===== src/rtl/fann_io_host.sv =====
// Host sequencer: runs LOAD/RUN/SEND jobs against the chip FIFOs and control pins; pulses 1 cycle after entry.
// LOAD/SEND throttle on chip FIFO flags and the sink, with a 2-word receive buffer; RUN ends on fsm_done or timeout.
module fann_io_host #(
  parameter int          WORD_W  = 11,
  parameter int          LEN_W   = 16,
  parameter logic [23:0] TIMEOUT = 24'd1000000
) (
  input  logic              wb_clk_i,       // also the chip io_clk
  input  logic              wb_rst_i,
  input  logic              cmd_valid,
  output logic              cmd_ready,
  input  logic [1:0]        cmd_op,
  input  logic [LEN_W-1:0]  cmd_len,
  input  logic              src_valid,
  input  logic [WORD_W-1:0] src_data,
  output logic              src_ready,
  output logic              snk_valid,
  output logic [WORD_W-1:0] snk_data,
  input  logic              snk_ready,
  output logic              in_fifo_wenq,
  output logic [WORD_W-1:0] in_fifo_wdata,
  input  logic              in_fifo_wfull_n,
  output logic              out_fifo_deq,
  input  logic [WORD_W-1:0] out_fifo_rdata,
  input  logic              out_fifo_rempty_n,
  output logic              load_kdtree,
  output logic              fsm_start,
  output logic              send_best_arr,
  input  logic              fsm_done,
  input  logic              chip_wbs_busy,
  output logic              busy,
  output logic              job_done,
  output logic              err_timeout
);

  typedef enum logic [2:0] {S_IDLE, S_LOAD, S_RUN, S_SEND, S_DONE} state_t;

  state_t            state_q;
  logic [LEN_W-1:0]  cnt_q;
  logic [23:0]       timer_q;
  logic [WORD_W-1:0] rx_mem_q [0:1];
  logic              rx_wr_q, rx_rd_q;
  logic [1:0]        rx_cnt_q, rx_cnt_d;
  logic              load_q, start_q, send_q, job_done_q, err_q;

  logic cnt_nz, cmd_acc, rx_pop;

  assign cnt_nz  = (cnt_q != '0);
  // Combinational handshakes are forced low while reset is held.
  assign cmd_ready     = ~wb_rst_i & (state_q == S_IDLE) & ~chip_wbs_busy;
  assign cmd_acc       = cmd_valid & cmd_ready;
  assign src_ready     = ~wb_rst_i & (state_q == S_LOAD) & in_fifo_wfull_n & cnt_nz;
  assign in_fifo_wenq  = src_ready & src_valid;
  assign in_fifo_wdata = wb_rst_i ? '0 : src_data;
  assign out_fifo_deq  = ~wb_rst_i & (state_q == S_SEND) & out_fifo_rempty_n &
                         (rx_cnt_q != 2'd2) & cnt_nz;
  assign snk_valid     = ~wb_rst_i & (rx_cnt_q != 2'd0);
  assign snk_data      = snk_valid ? rx_mem_q[rx_rd_q] : '0;
  assign rx_pop        = snk_valid & snk_ready;
  assign rx_cnt_d      = rx_cnt_q + {1'b0, out_fifo_deq} - {1'b0, rx_pop};

  assign load_kdtree   = load_q;
  assign fsm_start     = start_q;
  assign send_best_arr = send_q;
  assign job_done      = job_done_q;
  assign err_timeout   = err_q;
  assign busy          = (state_q != S_IDLE);

  always_ff @(posedge wb_clk_i) begin
    if (wb_rst_i) begin
      state_q    <= S_IDLE;
      cnt_q      <= '0;
      timer_q    <= '0;
      rx_wr_q    <= 1'b0;
      rx_rd_q    <= 1'b0;
      rx_cnt_q   <= 2'd0;
      load_q     <= 1'b0;
      start_q    <= 1'b0;
      send_q     <= 1'b0;
      job_done_q <= 1'b0;
      err_q      <= 1'b0;
    end else begin
      load_q     <= 1'b0;
      start_q    <= 1'b0;
      send_q     <= 1'b0;
      job_done_q <= 1'b0;
      if (out_fifo_deq) begin
        rx_mem_q[rx_wr_q] <= out_fifo_rdata;
        rx_wr_q           <= ~rx_wr_q;
      end
      if (rx_pop) rx_rd_q <= ~rx_rd_q;
      rx_cnt_q <= rx_cnt_d;

      case (state_q)
        S_IDLE: begin
          if (cmd_acc) begin
            cnt_q   <= cmd_len;
            timer_q <= '0;
            case (cmd_op)
              2'd0: begin state_q <= S_LOAD; load_q <= 1'b1; end
              2'd1: begin state_q <= S_RUN; start_q <= 1'b1; err_q <= 1'b0; end
              2'd2: begin state_q <= S_SEND; send_q <= 1'b1; end
              default: begin state_q <= S_DONE; job_done_q <= 1'b1; end
            endcase
          end
        end
        S_LOAD: begin
          if (in_fifo_wenq) cnt_q <= cnt_q - LEN_W'(1);
          if (!cnt_nz) begin
            state_q    <= S_DONE;
            job_done_q <= 1'b1;
          end
        end
        S_RUN: begin
          timer_q <= timer_q + 24'd1;
          // A done arriving on the expiry cycle wins over the timeout.
          if (fsm_done) begin
            state_q    <= S_DONE;
            job_done_q <= 1'b1;
          end else if (timer_q == TIMEOUT - 24'd1) begin
            err_q      <= 1'b1;
            state_q    <= S_DONE;
            job_done_q <= 1'b1;
          end
        end
        S_SEND: begin
          if (out_fifo_deq) cnt_q <= cnt_q - LEN_W'(1);
          if (!cnt_nz && rx_cnt_q == 2'd0) begin
            state_q    <= S_DONE;
            job_done_q <= 1'b1;
          end
        end
        S_DONE:  state_q <= S_IDLE;
        default: state_q <= S_IDLE;
      endcase
    end
  end

endmodule


===== config.mk =====
export PLATFORM = sky130hd
export DESIGN_NAME = fann_io_host
export DESIGN_NICKNAME = d
export VERILOG_FILES = /design/src/rtl/fann_io_host.sv
export SDC_FILE = /design/constraint.sdc
export NUM_CORES = 1
export LEC_CHECK = 0
export CAP_MARGIN = 25
export CORE_MARGIN = 3
export CORE_UTILIZATION = 55
export CTS_CLUSTER_DIAMETER = 60
export CTS_CLUSTER_SIZE = 16
export DETAILED_ROUTE_END_ITERATION = 10
export PLACE_DENSITY = 0.85
export SLEW_MARGIN = 15
export SYNTH_ARGS = -nofsm -noshare
export SYNTH_HDL_FRONTEND = slang
export SYNTH_SLANG_ARGS = --single-unit

===== constraint.sdc =====
create_clock -name wb_clk_i -period 3.9 [get_ports wb_clk_i]
set_input_delay 0.78 -clock wb_clk_i [delete_from_list [all_inputs] [get_ports wb_clk_i]]
set_output_delay 0.78 -clock wb_clk_i [all_outputs]
set_load 0.01 [all_outputs]

* Word level (Yosys, flattened, before mapping) *
Memory sizes are Yosys's and may differ from the RTL's. A register that Yosys moved wholly into a read port is not among the register bits.
Index checks and enable logic that the tools add are counted.

storage, ports and cells
  flip-flop bits (word level) = 52
  bits in writable memories = 22
  input bits = 49
  output and inout bits = 33
  word-level logic and storage cells = 102
  memories kept = 1

memory list
  memory    depth  bits a word  read ports  clocked after Yosys merged registers in  wr ports  line  text
  rx_mem_q  2      11           1           1                                        1         41    logic [WORD_W-1:0] rx_mem_q [0:1];

cells by class
  $add $sub $neg = 4
  eq/ne operators = 16
  multiplexer cells = 35
  bitwise logic cells = 19
  reductions and logical operators = 16

operators with widths
  operator                                                               count
  16-bit two-way mux                                                     3
  16-bit case mux with 3 select lines                                    1
  24-bit case mux with 2 select lines                                    1
  24-bit by 1-bit adder with 24-bit output (second input constant)       1
  24-bit by 20-bit == test with 1-bit output (second input constant)     1
  24-bit two-way mux                                                     1
  11-bit two-way mux                                                     2
  1-bit two-way mux                                                      18
  16-bit nonzero test                                                    1
  16-bit by 1-bit subtractor with 16-bit output (second input constant)  1
  3-bit two-way mux                                                      5
  2-bit != test (second input constant)                                  7
  1-bit bitwise AND                                                      13
  3-bit case mux with 4 select lines                                     1
  3-bit case mux with 3 select lines                                     1
  4-bit AND reduction                                                    2
  3-bit by 2-bit == test with 1-bit output (second input constant)       2
  1-bit NOT                                                              6
  3-bit nonzero test                                                     2
  3-bit OR reduction                                                     2
  5-bit AND reduction                                                    1
  2-bit logical NOT                                                      2
  2-bit by 1-bit != test with 1-bit output (second input constant)       2
  1-bit case mux with 4 select lines                                     1
  12 further kinds                                                       13

* Longest topological paths before layout *
Gate-level depths: netlist (run 1).

  depth after elaboration = 8
  mapped depth = 10
  mapped depth without buffers = 10

* Worst setup path before layout (run 1) *
OpenSTA, ideal clock, no wires.

  kind = input -> register
  start point = input wb_rst_i
  end point = memory rx_mem_q[0][0], enable pin
  setup time = 0.380 ns
  arrival = 2.366 ns
  data required time = 3.520 ns
  path slack = 1.154 ns
  stages = 4
  buffers on the path = 0
  path through = inv_1 > nand2_1 > nor4_1 > nor2b_1

between the ends
  cells in the longest elaborated chain, start to end = 8

ends and longest elaborated chain
  what                                     line  text
  start: declaration                       9     input logic wb_rst_i,
  1-bit NOT                                55    assign out_fifo_deq = ~wb_rst_i & (state_q == S_SEND) & out_fifo_rempty_n &
  1-bit bitwise AND (3 in a row)           55
  1-bit bitwise AND                        56    (rx_cnt_q != 2'd2) & cnt_nz;
  net out_fifo_deq                         23    output logic out_fifo_deq,
  1-bit two-way mux                        87    if (out_fifo_deq) begin
  1-bit two-way mux                        70    if (wb_rst_i) begin
  1-bit two-way mux (not written as such)  88    rx_mem_q[rx_wr_q] <= out_fifo_rdata;
  end: declaration                         41

The timed path passes the listed nets, and every way through them passes these cells.

* Final worst setup path (run 1) *
  start point = input wb_rst_i
  end point = output out_fifo_deq

between the ends
  cells in the longest elaborated chain, start to end = 5

ends and longest elaborated chain
  what                            line
  1-bit NOT                       55
  1-bit bitwise AND (3 in a row)  55
  1-bit bitwise AND               56
  end: declaration                23

Every way passes these cells.

==> reports/qor.yml, run 1 <==
outcome: "completed"
ctsHtreeMaxLevel: 3
initial_utilization_pct: 57.50
final_layout_size_suffix_gt1_share_pct: 7.308
dp_hpwl_um: 6820
synth_fa_ha_area_share_pct: 3.168
layout.nets: 574
rows: 30
diodes: 0
path_class: "input port to primary output"
top_usage_layer: "met2"
tns_ps: 0
worstPathRequired_ps: 3120
cts_max_path_buffers: 2
cts.sinks: 75
grt_usage_pct: 24.87
synthFlopType: "dfxtp_1"
power_frac_clock_pct: 30.7
cap_violations: 0
antenna_left: 0
yosys.area_share.simple_pct: 24.74
die_w_um: 90.75
syn_nets: 500
p_sw_uw: 771.1
yosysWarnings: 0
grt_pass1_wl_um: 16690
ys_seq_area_share_pct: 43.59
vias: 3650
fp.dieH_um: 90.75
fin_crit_ps: 3373
async_flop_share_pct: 0
synth_edf_count: 22
avgSynthCellArea_um2: 8.957
worst_slack_ps: 527.1
arrival_ps: 2590
synthTopCellsByArea: "dfxtp_1, edfxtp_1, nor2_1"
area_growth_pct: 28.29
fmax_mhz: 296.5
fin_util_pct: 73.77
via_per_inst: 5.925
worstMarginPinSlew_ps: 648.4
core-area_mm2: 0.006869
synthCells: 441
wirelength_um: 10010
synth.most_common_cell: "dfxtp_1"
yosysTopAreaCellShare_pct: 26.86
drt_iter0_markers: 306
synth_xor_area_share_pct: 1.774
pre_cts_ws_ps: 573.5
cts-buffers-inserted: 9
holdBufCountCts: 0
synth.area.mux_share_pct: 4.466
clock_latency_ps: 360
synth_seq_cells: 75
cts_resized: 0
intPower_mw: 1.493
multi_input_area_mm2: 0.002032
regArea_mm2: 0.001722
min_path_type: "register to register"
antenna_found_initial: 0
synth_common_cells: "dfxtp_1, nor2_1, nand2_1"
switching_share_pct: 34.06
drtPass1Iterations: 5
io_buffers: 81
p_per_area_mw_per_mm2: 446.7
io_pins: 82
fin_worst_skew_ps: 12.16
ir_worst_vdd_uv: 283.7
critPathCaptureType: "primary output"
rsz0062_at_grt: "false"
grt_pass1_vias: 3505
dpl_cell_area_mm2: 0.004838
synth_top_family_by_area: "simple AND/OR/NAND/NOR gates"
wire_per_inst_um: 16.25
grt_max_degree: 41
drcViolationCount: 0
yosys.cell_types.count: 59
power_frac_comb_pct: 28.4
crit_fanout: 6
met2_usage_pct: 42.25
relSlewSlack_pct: 56.38
fin_area_mm2: 0.005067
timing.final.crit_share_pct: 86.49
global_route.usage.met3_pct: 6.250
p_leak_nw: 1.799
netlist_area_mm2: 0.003950
synth_area_leader_cell: "dfxtp_1"
clockRootBuffer: "clkbuf_8"
grt_util_met1_pct: 30.66
synth_compound_area_share_pct: 17.29
cp-start-kind: "input port"
cts_tree: "built"
gp_congestion: 0.8579
finalSetupViolations: 0
grt-ovfl-total: 0
finalMaxSlewViolations: 0
dieArea_mm2: 0.008235
hold_viol: 0
fillers: 510
cts_setup_buffers: 0
pwr-share-seq_pct: 40.9
clkSlewWorstSetupHoldPaths_ps: 70
per-stage QoR:
| step | total power [mW] | cells | hold WS [ps] |
|---|---|---|---|
| 2_1_floorplan | 1.363 | 441 | 438.8 |
| 3_3_place_gp | 1.553 | 600 | 461.8 |
| 3_5_place_dp | 1.566 | 600 | 473.2 |
| 4_1_cts | 2.261 | 616 | 483.8 |
| 5_1_grt | 2.381 | 616 | 503.3 |
| 6_report | 2.264 | 616 | 485.0 |
placed cells by master (no fill, tap or decap), types with 3 or more instances in the layout:
cell	count
o211ai_1	10
xnor2_1	5
ha_1	10
o41ai_1	6
xor2_1	3
o311ai_0	12
a211oi_1	3
and2_1	4
edfxtp_1	22
nand3_1	17
o21ai_0	15
clkdlybuf4s50_1	81
nor2b_1	19
mux2i_1	12
a32o_1	6
clkbuf_8	9
nor3_1	17
a21o_1	3
inv_1	15
nand2_1	36
nor4_1	10
or4_1	6
nand4_1	8
buf_4	13
dfxtp_1	53
inv_6	3
or3_1	5
nor2_1	42
o31ai_1	3
mux2_2	5
and3_1	5
a21oi_1	26
logic make-up (layout without fill, tap and decap cells):
group                      count (synthesis)  count (layout)
muxes                                     17              17
AOI/OAI and AO/OA                         98              98
xor gates and xnor gates                   8               8
DFF                                       75              75
buffers and inverters                     46             125
and+or+nand+nor                          187             187
adders and majority gates                 10              10
routing by layer:
metal  share of wire [%]  vias to the layer above
met5                   0                        -
met4                 1.2                        0
met3                 6.0                       11
met2                  49                      129
met1                  43                     1728
li1                    -                     1782
power groups by stage:
stage	clock (mW)	sequential, mW	combinational, mW
detailed placement	0	0.940	0.626
CTS	0.702	0.924	0.635
floorplan	0	0.913	0.450
global placement	0	0.937	0.616
finish	0.695	0.926	0.643
global route	0.732	0.936	0.713
cell type report:
| class | instances | share of cell area (%) |
|---|---|---|
| inverters | 15 | 1.111 |
| clock buffers | 9 | 2.444 |
| flip-flops and latches | 75 | 33.98 |
| multi-input cells | 320 | 40.10 |
| well taps | 96 | 2.370 |
| clock inverters | 7 | 2.074 |
| repair buffers | 94 | 17.93 |
registers in the layout (all words and copies together) (netlist names), 2 cells and up, named ones only:
register / count
timer_q: 24
rx_cnt_q: 2
rx_mem_q: 22
cnt_q: 16
state_q: 3
worst max-delay path, cell delays in order:
cell	delay, ps
clkdlybuf4s50_1	460
inv_1	180
nand2_1	70
nor4_1	350
buf_4	200
clkdlybuf4s50_1	550
worst paths after layout:
kind | startpoint | endpoint | slack, ps | cells after the start
max reg2reg | state_q[1] | timer_q[21] | 1280 | 4
min | cnt_q[12] | cnt_q[12] | 490 | 2
min reg2reg | cnt_q[12] | cnt_q[12] | 490 | 2
max | wb_rst_i | out_fifo_deq | 530 | 6
Note: power is estimated with default switching activity, not from simulation.
==> run 2: changes to the inputs <==
==> constraint.sdc (replaced) <==
create_clock -name wb_clk_i -period 4.1 [get_ports wb_clk_i]
set_input_delay 0.82 -clock wb_clk_i [delete_from_list [all_inputs] [get_ports wb_clk_i]]
set_output_delay 0.82 -clock wb_clk_i [all_outputs]
set_load 0.01 [all_outputs]
==> run 2 against run 1 <==
Clock-buffer cell count did not move. Clock power fell by 24%. Sequential power fell by 5.1%. Setup slack improved by 160 ps. Design area fell by 1.2%. Final cell count fell by 0.32%. Non-clock buffer count fell by 2. Routed wire length fell by 3.1%. First-iteration DRC count fell by 25%. Highest routed layer unchanged. Largest power group unchanged.
==> reports/qor.yml, run 2 (synthesis gave the netlist of run 1 again) <==
outcome: "completed"
rows: 30  # unchanged
hold_viol: 0  # unchanged
route.met3.wl_um: 466  # -22%
area_growth_pct: 26.70
drcViolationCount: 0  # unchanged
cap_violations: 0  # unchanged
finalSetupViolations: 0  # unchanged
clockRootBuffer: "clkbuf_8"
rrSetupSlack_ps: 1510  # +230 ps
highest_layer: "met4"
grt_max_degree: 51  # +24%
vias: 3631  # -0.52%
io_buffers: 81  # unchanged
dp_hpwl_um: 6784  # -0.54%
cts-buffers-inserted: 9  # unchanged
layout_common_cells: "clkdlybuf4s50_1, dfxtp_1, nor2_1, nand2_1, a21oi_1"
finalMaxSlewViolations: 0  # unchanged
via_per_inst: 5.914  # -0.20%
clkSlewWorstSetupHoldPaths_ps: 90  # +20 ps
die_w_um: 90.75  # unchanged
arrival_ps: 2600  # about the same
antenna_found_initial: 0  # unchanged
gp_congestion: 0.8415  # -1.9%
critPathCaptureType: "primary output"
core-area_mm2: 0.006869  # unchanged
cts.sinks: 75  # unchanged
fillers: 504  # -1.2%
ctsHtreeMaxLevel: 3  # unchanged
worstPathRequired_ps: 3280  # +160 ps
layout.nets: 572  # -0.35%
crit_fanout: 7  # +1
wl_met1_um: 4300  # -1.1%
grt-ovfl-total: 0  # unchanged
holdBufCountCts: 0  # unchanged
ir_worst_vdd_uv: 235.4  # -17%
p_leak_nw: 1.759  # -2.2%
initial_utilization_pct: 57.50  # unchanged
grt_pass1_vias: 3477  # -0.80%
drt_iter0_markers: 228  # -25%
clock_latency_ps: 350  # about the same
wl_met2_um: 4792  # -3.0%
p_per_area_mw_per_mm2: 402.8  # -9.8%
relSlewSlack_pct: 51.98  # -4.4 points
fin_crit_ps: 3416
wire_per_inst_um: 15.80  # -2.8%
timing.final.crit_share_pct: 83.31
final_layout_size_suffix_gt1_share_pct: 6.950  # -0.36 points
fp.dieH_um: 90.75  # unchanged
drtPass1Iterations: 5  # unchanged
antenna_left: 0  # unchanged
cts_resized: 0  # unchanged
cts_tree: "built"
fin_util_pct: 72.86  # -0.91 points
rsz0062_at_grt: "false"
fin_worst_skew_ps: 11.55  # -0.6041 ps
fmax_mhz: 292.8
dieArea_mm2: 0.008235  # unchanged
min_path_type: "register to register"
wirelength_um: 9700  # -3.1%
layout_commonest_cell: "clkdlybuf4s50_1"
grt_pass1_wl_um: 16390  # -1.8%
cts_setup_buffers: 0  # unchanged
top_register: "timer_q"
cts_max_path_buffers: 2  # unchanged
io_pins: 82  # unchanged
reg_top3: "timer_q: 24 flops, rx_mem_q: 22 flops, cnt_q: 16 flops"
tns_ps: 0  # unchanged
path_class: "register to primary output"
worstMarginPinSlew_ps: 717.7  # +69.29 ps
cp-start-kind: "register"
diodes: 0  # unchanged
largest_reg_flops: 24  # unchanged
grt_usage_pct: 24.05  # -0.81 points
-- run 2: cell type report --
cell class / instances / area, um2 / area share (%)
multi-input combinational: 320 / 2032 / 40.60
sequential: 75 / 1722 / 34.40
timing repair buffer: 92 / 893.4 / 17.85
clock buffer: 9 / 123.9 / 2.475
tap: 96 / 120.1 / 2.400
clock inverter: 7 / 57.56 / 1.150
inverter: 15 / 56.30 / 1.125
-- run 2: worst max-delay path: stages (launching register included) --
cell	delay, ps
dfxtp_1	390
inv_1	90
ha_1	190
nor4b_1	140
and4b_1	300
nor4_1	410
and2_1	190
clkdlybuf4s50_1	540
-- run 2: where the power goes --
| group | leakage, nW | internal [mW] | switching [mW] |
|---|---|---|---|
| Combinational | 1.05 | 0.246 | 0.360 |
| Clock | 0.0829 | 0.227 | 0.304 |
| Sequential | 0.627 | 0.816 | 0.0630 |
| Total | 1.76 | 1.29 | 0.727 |
-- run 2: final timing paths --
| path | start | end | cells past startpoint |
|---|---|---|---|
| max | cnt_q[1] | in_fifo_wenq | 7 |
| min | cnt_q[14] | cnt_q[14] | 2 |
| max reg2reg | state_q[1] | timer_q[23] | 4 |
| min reg2reg | cnt_q[14] | cnt_q[14] | 2 |
-- run 2: layer usage --
metal / global-route usage [%] / up-vias
met5: 0 / -
met4: 7.653 / 0
met3: 5.167 / 17
met2: 41.32 / 112
met1: 30.04 / 1726
li1: - / 1776
-- run 2: stage by stage --
stage / total power [mW] / cells / hold WS [ps] / cell area, um2 / worst slack (ps)
after global routing: 2.127 / 614 / 512.8 / 5005 / 475.3
after CTS: 2.013 / 614 / 492.8 / 5005 / 686.9
final: 2.016 / 614 / 498.2 / 5005 / 684.3
after global placement: 1.474 / 598 / 459.0 / 4823 / 769.1
after detailed placement: 1.486 / 598 / 481.8 / 4823 / 724.5
after floorplan: 1.297 / 441 / 438.8 / 3950 / 1314
==> run 3: changes to the inputs <==
--- a/config.mk
+++ b/config.mk
@@ -7,11 +7,11 @@
 export LEC_CHECK = 0
 export CAP_MARGIN = 25
 export CORE_MARGIN = 3
-export CORE_UTILIZATION = 55
+export CORE_UTILIZATION = 46
 export CTS_CLUSTER_DIAMETER = 60
 export CTS_CLUSTER_SIZE = 16
 export DETAILED_ROUTE_END_ITERATION = 10
-export PLACE_DENSITY = 0.85
+export PLACE_DENSITY = 0.76
 export SLEW_MARGIN = 15
 export SYNTH_ARGS = -nofsm -noshare
 export SYNTH_HDL_FRONTEND = slang
==> constraint.sdc (replaced) <==
create_clock -name wb_clk_i -period 2.9 [get_ports wb_clk_i]
set_input_delay 0.58 -clock wb_clk_i [delete_from_list [all_inputs] [get_ports wb_clk_i]]
set_output_delay 0.58 -clock wb_clk_i [all_outputs]
set_load 0.01 [all_outputs]
==> run 3 against run 2 <==
Register-to-register slack worse by 1100 ps. Design area up 3.0%. Setup slack worse by 610 ps. Flip-flop and latch count unchanged. Critical path type is now input port to primary output. Combinational power up 56%. Sequential share of layout area down 1.0 points. Highest routed layer unchanged. Die area up 18%.
==> reports/qor.yml, run 3 (synthesis gave the netlist of run 1 again) <==
reg_top3: "timer_q: 24 flops, rx_mem_q: 22 flops, cnt_q: 16 flops"
crit_start: "wb_rst_i"
gp_congestion: 0.8897  # +5.7%
relSlewSlack_pct: 57.94  # +6.0 points
dp_hpwl_um: 6978  # +2.9%
rows: 33  # +10%
route.met3.wl_um: 605  # +30%
timing.final.crit_share_pct: 97.40
fp.dieH_um: 98.67  # +8.7%
rrSetupSlack_ps: 410  # -1100 ps
holdBufCountCts: 0  # unchanged
diodes: 0  # unchanged
dieArea_mm2: 0.009735  # +18%
highest_layer: "met4"
io_buffers: 81  # unchanged
finalMaxSlewViolations: 0  # unchanged
layout_commonest_cell: "clkdlybuf4s50_1"
reg2reg_from: "state_q[1]"
layout_common_cells: "clkdlybuf4s50_1, dfxtp_1, nor2_1, nand2_1, a21oi_1"
wl_met1_um: 4277  # -0.53%
wl_met2_um: 4957  # +3.4%
grt_pass1_vias: 3655  # +5.1%
pre_cts_ws_ps: -63.03  # -787.6 ps
grt_pass1_wl_um: 17030  # +3.9%
switching_share_pct: 36.41  # +0.36 points
outcome: "completed"
clockRootBuffer: "clkbuf_8"
fin_crit_ps: 2824
drcViolationCount: 0  # unchanged
fin_worst_skew_ps: 7.365  # -4.189 ps
drtPass1Iterations: 6  # +1
vias: 3697  # +1.8%
fmax_mhz: 354.0
worstPathRequired_ps: 2320  # -960 ps
holdPathStages: 2  # unchanged
cts_max_path_buffers: 2  # unchanged
hold_end: "cnt_q[12]"
grt_usage_pct: 21.28  # -2.8 points
finalSetupViolations: 0  # unchanged
area_growth_pct: 30.54
antenna_left: 0  # unchanged
worst_slack_ps: 75.52  # -608.8 ps
worstMarginPinSlew_ps: 630.0  # -87.66 ps
cts-buffers-inserted: 9  # unchanged
core-area_mm2: 0.008258  # +20%
cts_tree: "built"
intPower_mw: 1.893  # +47%
die_w_um: 98.67  # +8.7%
ctsHtreeMaxLevel: 3  # unchanged
cap_violations: 0  # unchanged
clkSlewWorstSetupHoldPaths_ps: 80  # about the same
wirelength_um: 10000  # +3.1%
rsz0062_at_grt: "false"
initial_utilization_pct: 47.83  # -9.7 points
io_pins: 82  # unchanged
p_sw_mw: 1.084  # +49%
power_frac_comb_pct: 31.7  # +1.7 points
grt_max_degree: 52  # +2.0%
ir_worst_vdd_uv: 263.8  # +12%
cp-start-kind: "input port"
grt-ovfl-total: 0  # unchanged
power_frac_clock_pct: 26.4  # about the same
critPathCaptureType: "primary output"
cts.sinks: 75  # unchanged
min_path_type: "register to register"
hold_viol: 0  # unchanged
layout.nets: 583  # +1.9%
via_per_inst: 5.831  # -1.4%
top_register: "timer_q"
antenna_found_initial: 0  # unchanged
arrival_ps: 2240  # -360 ps
worstRegToRegCells: 4  # unchanged
wire_per_inst_um: 15.78  # -0.13%
reg2reg_to: "timer_q[22]"
largest_reg_flops: 24  # unchanged
pwr-share-seq_pct: 41.9  # -1.7 points
p_per_area_mw_per_mm2: 577.4  # +43%
crit_fanout: 51  # +44
p_leak_nw: 1.853  # +5.3%
final_layout_size_suffix_gt1_share_pct: 9.830  # +2.9 points
holdWs_ps: 494.3  # -3.892 ps
clock_latency_ps: 350  # about the same
drt_iter0_markers: 134  # -41%
path_class: "input port to primary output"
hold_start: "cnt_q[12]"
run 3: layout make-up:
cell class / count / area, um2
Clock inverter: 7 / 65.06
Clock buffer: 9 / 123.9
Fill cell: 728 / 3102
Tap cell: 105 / 131.4
Sequential cell: 75 / 1722
Timing Repair Buffer: 103 / 997.2
Multi-Input combinational cell: 320 / 2061
Inverter: 15 / 56.30
run 3: stage by stage:
stage,util (%),cell area [um2],std cells,setup TNS (ps),total power [mW]
after floorplan,-,3950,441,0,1.834
after global placement,59.76,4935,617,0,2.154
after detailed placement,59.76,4935,617,-110.1,2.171
after CTS,62.36,5150,634,0,2.985
after global routing,62.44,5156,634,0,3.158
final,62.44,5156,634,0,2.977
run 3: power groups by stage:
stage	sequential, mW	combinational, mW	clock, mW
after floorplan	1.23	0.606	0
after global placement	1.26	0.892	0
after detailed placement	1.27	0.904	0
after CTS	1.24	0.935	0.806
after global routing	1.26	1.04	0.860
final	1.25	0.945	0.786
run 3: routing by layer:
metal	vias to the layer above	track usage [%]
met3	18	5.520
met5	-	0
li1	1816	-
met2	118	35.57
met4	0	7.668
met1	1745	26.60
run 3: critical path, stage by stage:
cell and delay [ps]:
clkdlybuf4s50_1 480, buf_12 230, nor4_2 240, nor2b_1 170
clkdlybuf4s50_1 540
run 3: worst max-delay path by stage:
stage                      to  depth (start not counted)  slack (ps)
3_5_place_dp     out_fifo_deq                          6         -60
3_3_place_gp     out_fifo_deq                          6          20
4_1_cts             cmd_ready                          5           9
2_1_floorplan  rx_mem_q[0][0]                          7         160
6_report            cmd_ready                          5          80
5_1_grt             cmd_ready                          5           4
run 3: what timing repair did:
action                     4_1_cts  5_1_grt
buffers inserted                 1        0
pin swaps                        1        0
resized for setup                8        1
setup endpoints to repair        3        1
hold endpoints to repair         0        0
